## src/rtl/maxpool_stream.sv

```systemverilog
// Streaming 1-D max-pool: emits the signed maximum of each non-overlapping
// WIN-point window of a NUM_IN-point frame; a short final window is pooled as-is.
module maxpool_stream #(
    parameter int T      = 16,
    parameter int WIN    = 2,
    parameter int NUM_IN = 121
) (
    input  logic                clk,
    input  logic                reset,
    input  logic signed [T-1:0] x_data,
    input  logic                x_valid,
    output logic                x_ready,
    output logic signed [T-1:0] y_data,
    output logic                y_valid,
    input  logic                y_ready,
    output logic                y_last
);

    localparam int WW = (WIN > 1) ? $clog2(WIN) : 1;
    localparam int FW = (NUM_IN > 1) ? $clog2(NUM_IN) : 1;
    localparam logic [WW-1:0] WLAST = WW'(WIN - 1);
    localparam logic [FW-1:0] FLAST = FW'(NUM_IN - 1);

    // Equal values keep the running maximum a.
    function automatic logic signed [T-1:0] smax(input logic signed [T-1:0] a,
                                                 input logic signed [T-1:0] b);
        return (b > a) ? b : a;
    endfunction

    logic signed [T-1:0] acc_q, acc_d;
    logic [WW-1:0]       wcnt_q, wcnt_d;
    logic [FW-1:0]       fcnt_q, fcnt_d;
    logic signed [T-1:0] y_data_q, y_data_d;
    logic                y_valid_q, y_valid_d;
    logic                y_last_q, y_last_d;

    logic                frame_end;
    logic                completing;
    logic                accept;
    logic                consume;
    logic signed [T-1:0] acc_new;

    always_comb begin
        frame_end  = (fcnt_q == FLAST);
        completing = (wcnt_q == WLAST) || frame_end;
        // Only a completing sample needs the output register free.
        x_ready    = reset && !(y_valid_q && !y_ready && completing);
        accept     = x_valid && x_ready;
        consume    = y_valid_q && y_ready;
        acc_new    = (wcnt_q == '0) ? x_data : smax(acc_q, x_data);
    end

    always_comb begin
        acc_d     = acc_q;
        wcnt_d    = wcnt_q;
        fcnt_d    = fcnt_q;
        y_data_d  = y_data_q;
        y_valid_d = y_valid_q;
        y_last_d  = y_last_q;

        if (consume) begin
            y_valid_d = 1'b0;
            y_last_d  = 1'b0;
        end

        if (accept) begin
            acc_d  = acc_new;
            fcnt_d = frame_end ? '0 : fcnt_q + 1'b1;
            if (completing) begin
                // A new result overrides a same-edge consume: no bubble.
                wcnt_d    = '0;
                y_data_d  = acc_new;
                y_valid_d = 1'b1;
                y_last_d  = frame_end;
            end else begin
                wcnt_d = wcnt_q + 1'b1;
            end
        end
    end

    always_ff @(posedge clk or negedge reset) begin
        if (!reset) begin
            acc_q     <= '0;
            wcnt_q    <= '0;
            fcnt_q    <= '0;
            y_data_q  <= '0;
            y_valid_q <= 1'b0;
            y_last_q  <= 1'b0;
        end else begin
            acc_q     <= acc_d;
            wcnt_q    <= wcnt_d;
            fcnt_q    <= fcnt_d;
            y_data_q  <= y_data_d;
            y_valid_q <= y_valid_d;
            y_last_q  <= y_last_d;
        end
    end

    assign y_data  = y_data_q;
    assign y_valid = y_valid_q;
    assign y_last  = y_last_q;

endmodule
```

## config.mk

```make
export PLATFORM = sky130hd
export DESIGN_NAME = maxpool_stream
export DESIGN_NICKNAME = d
export VERILOG_FILES = /design/src/rtl/maxpool_stream.sv
export SDC_FILE = /design/constraint.sdc
export NUM_CORES = 1
export LEC_CHECK = 0
export ABC_AREA = 1
export BUFFER_PORTS_ARGS = -buffer_cell sky130_fd_sc_hd__buf_2
export CORE_MARGIN = 1
export CORE_UTILIZATION = 60
export CTS_BUF_LIST = sky130_fd_sc_hd__clkbuf_2
export CTS_CLUSTER_SIZE = 30
export DETAILED_ROUTE_END_ITERATION = 7
export MAX_ROUTING_LAYER = met4
export PLACE_DENSITY = 0.87
export SLEW_MARGIN = 0
export SYNTH_ARGS = -nofsm -noshare
export SYNTH_HDL_FRONTEND = slang
export SYNTH_SLANG_ARGS = --single-unit
export TNS_END_PERCENT = 1
```

## constraint.sdc

```tcl
create_clock -name clk -period 3.4 [get_ports clk]
set_input_delay 0.34 -clock clk [delete_from_list [all_inputs] [get_ports clk]]
set_output_delay 0.34 -clock clk [all_outputs]
set_load 0.005 [all_outputs]
```

==> results.txt <==
----------------------------------------------------
[Drt]
  Routed Wire Length ... 5.85 mm
  Vias after detailed routing ... 2,251
  Initial DRC Count ... 138
  Routed length per placed instance ... 14.0 um
  Remaining number of nets flagged by the antenna check after routing ... 0
  Pre-antenna DRT Iters ... 4
  DRC violations left ... 0
  Mean number of vias per cell ... 5.40

[Power]
  Sequential Power Share ... 39.7%
  Net load switching power ... 0.876 mW
  Leakage power total ... 1.68 nW
  Internal power contribution ... 1.24 mW
  Proportion of total power due to net switching ... 41.5%
  Tot Pwr ... 2.11 mW
  Clock power share ... 17.7%
  Proportion of power drawn by combinational gates ... 42.6%
  Maximum resistive drop on vdd ... 0.328 mV
  Power density over the cells ... 706 nW/um2

[Finish]
  Sequential standard cell area ... 1050 um2
  Fillers ... 362
  Fraction of final layout cells sized beyond drive strength 1 ... 24.7%
  Antenna diode count ... 0
  Total area of multi-input combinational cells ... 1370 um2
  Share of the core filled with cells ... 68.2%
  Area growth syn-to-layout ... 8.69%
  Layout net count ... 402

[CTS]
  Clk slew on worst S/H paths ... 0.25 ns
  Quantity of gates resized following cts ... 0
  Clock buffer count from CTS ... 5
  Root buffer cell ... sky130_fd_sc_hd__clkbuf_2
  Post-CTS setup-driven buffer insertion count ... 0
  Clock tree from TritonCTS ... built
  Later-pin clock latency in the skew report ... 0.44 ns
  TritonCTS sink count ... 42
  H-tree lvl count ... 2
  Hold-fix buffer count after cts ... 0
  Buffer depth of the longest clock path ... 2

[Die]
  Boundary pin count ... 39
  Initial Util ... 62.8%
  Number of rows created at floorplan ... 24
  Die ar. ... 4860 um2
  Height of the chip ... 69.7 um
  Placeable Area ... 4380 um2
  Floorplan die width ... 69.7 um

[Logic synthesis]
  Most frequent cell after synthesis ... sky130_fd_sc_hd__nand2_1
  Syn Std Cell Area ... 2750 um2
  Post-synthesis cell type with the largest combined area ... sky130_fd_sc_hd__dfrtp_1
  Multiplexer share of the synthesized area ... 0%
  Nets in the synthesized netlist ... 366
  Most common flop cell mapped by yosys ... sky130_fd_sc_hd__dfrtp_1
  Number of synthesized flops with an enable pin ... 0
  Simple-Gate Fraction of Synth Area ... 36.7%
  Number of standard cells after synthesis ... 328
  Post-Synth Adder-Cell Area ... 8.19%
  Synth Area in XOR/XNOR ... 0.318%
  Ranking of synthesized cells by instance count ... 90 x sky130_fd_sc_hd__nand2_1, 53 x sky130_fd_sc_hd__inv_1, 46 x sky130_fd_sc_hd__nand3_1
  Number of warnings printed during yosys synthesis ... 0
  Count of distinct cell types in the synthesized netlist ... 38
  Fraction of the mapped netlist area in compound gates ... 4.64%
  Post-Syn Area per Cell ... 8.39 um2
  Count of state elements after synthesis ... 42
  Top-area cell type share of the netlist area ... 38.2%
  Share of the yosys chip area belonging to registers ... 38.2%
  FFs w/ async S/R, synth ... 100%
  Largest family of logic cells by synthesized area ... simple AND/OR/NAND/NOR gates
  Biggest area contributors in the synthesized netlist ... sky130_fd_sc_hd__dfrtp_1 38%, sky130_fd_sc_hd__nand2_1 12%, sky130_fd_sc_hd__nand3_1 8.4%, sky130_fd_sc_hd__ha_1 8.2%, sky130_fd_sc_hd__inv_1 7.2%

[GRT]
  Global-route wire length before repair ... 10.2 mm
  Sum of overflow across all layers after global routing ... 0
  Via count of the first global-routing pass ... 2,250
  Initial antenna violation count ... 0
  Maximum number of pins on one net before global-route repair ... 44
  Global-route total usage across every layer ... 27.1%

[STA]
  Worst Clk Skew ... 0.0413 ns
  Count of endpoints failing hold in the final timing report ... 0
  Highest attainable clock frequency ... 410 MHz
  Post-route fraction of the period consumed by the critical path ... 71.7%
  Post-route worst setup slack ... 0.963 ns
  Setup repair after global routing missed its margin ... no
  Sum of negative setup slack ... 0 ns
  Final count of pins violating max slew ... 0
  Tightest Pin Transition ... 0.756 ns
  Min Tclk post-route ... 2.44 ns
  Setup violations, final ... 0
  Worst slew margin relative to its limit ... 49.6%

[Worst setup path]
  Maximum fanout along the worst path ... 23
  Cell occurring most often along the worst timing path ... sky130_fd_sc_hd__inv_4
  Ordered cell list for the critical path ... inv_1 -> nand2_4 -> nand2_2 -> nand3_4 -> inv_4 -> nand2_8 -> inv_4 -> nand3_1 -> nand2_1
  Element type at the critical path end ... flip-flop
  Worst-path cell with the longest stage delay ... sky130_fd_sc_hd__dfrtp_1
  Category of the most critical setup path ... flip-flop to flip-flop
  Crit path launch type ... flip-flop
  Arr. time, crit path ... 2.79 ns
  Endpoint required time on the critical path ... 3.76 ns
  Maximum single-stage delay on the critical path ... 0.72 ns

[Min path]
  Worst hold path class ... primary input to async pin

[Run]
  Max Cap Viol ... 0

[Placement]
  Setup slack after placement ... 1.04 ns
  Hpwl dp ... 4.26 mm
  Routability congestion estimate from global placement ... 0.839
  Count of input and output buffers ... 38

[Status]
  Status ... finished clean

----------------------------------------------------
[placed cells by master, fill, tap and decap left out, types with 4 or more instances in the layout]
cell and count:
sky130_fd_sc_hd__nand2_1 90, sky130_fd_sc_hd__inv_1 53, sky130_fd_sc_hd__nand3_1 46, sky130_fd_sc_hd__dfrtp_1 42, sky130_fd_sc_hd__buf_2 38, sky130_fd_sc_hd__ha_1 18
sky130_fd_sc_hd__nand2_4 12, sky130_fd_sc_hd__nand3_2 8, sky130_fd_sc_hd__nand2_2 6, sky130_fd_sc_hd__o21ai_0 6, sky130_fd_sc_hd__nor2_1 5, sky130_fd_sc_hd__a21oi_1 5
sky130_fd_sc_hd__clkbuf_2 5, sky130_fd_sc_hd__nor2_2 4
[state kept, by name, indices dropped and copies added (netlist names)]
| name | flops |
|---|---|
| acc_q | 16 |
| y_data | 16 |
| fcnt_q | 7 |
| wcnt_q | 1 |
| y_last | 1 |
| y_valid | 1 |
[power by group through the flow]
stage	registers [mW]	clock network [mW]	logic, mW
final	0.838	0.375	0.899
after global routing	0.865	0.391	1.02
after CTS	0.838	0.376	0.904
after detailed placement	0.845	0	0.898
after global placement	0.839	0	0.854
after floorplan	0.817	0	0.696
[per-stage QoR]
stage / cell area, um2 / hold slack (ns) / std cells
6_report: 2990 / 0.0317 / 417
5_1_grt: 2990 / 0.0670 / 417
4_1_cts: 2990 / 0.0585 / 417
3_5_place_dp: 2900 / 0.462 / 409
3_3_place_gp: 2900 / 0.459 / 409
2_1_floorplan: 2750 / 0.0444 / 328
[worst paths after layout]
path / cells after the start / endpoint / start / slack [ns]
min in group clk: 2 / y_valid / y_ready / 0.07
worst min register to register: 2 / y_data[8] / y_data[8] / 0.51
worst min-delay path: 2 / y_data[6] / reset / 0.03
max in group asynchronous: 2 / fcnt_q[3] / reset / 2.96
worst max-delay path: 9 / y_data[2] / wcnt_q / 0.96
worst max register to register: 9 / y_data[2] / wcnt_q / 0.96
[cells by family (layout without fill, tap and decap cells)]
family                     Yosys count  in the layout
xor gates and xnor gates             1              1
AOI/OAI and AO/OA                   18             18
and+or+nand+nor                    183            183
DFF                                 42             42
adders and majority gates           18             18
buffers and inverters               66            103
[final cells by class]
type                       count  share of cell area [%]
inverter                      56                    7.20
clock buffer                   5                   0.837
sequential                    42                    35.1
tap                           52                    2.18
clock inverter                 3                    2.13
multi-input combinational    220                    45.9
timing repair buffer          39                    6.61
[worst max-delay path: cells and delay by family (launching register included)]
family / cells / cell delay (ns)
and+or+nand+nor: 6 / 0.80
DFF: 1 / 0.72
buffers and inverters: 3 / 0.82
[per-layer routing]
layer | wire (um) | GRT usage (%) | vias up
li1 | - | - | 1109
met3 | 367 | 5.38 | 9
met4 | 99 | 8.67 | 0
met5 | 0 | - | -
met2 | 2800 | 43.4 | 77
met1 | 2590 | 34.9 | 1056
Note: power is estimated with default switching activity, not from simulation.
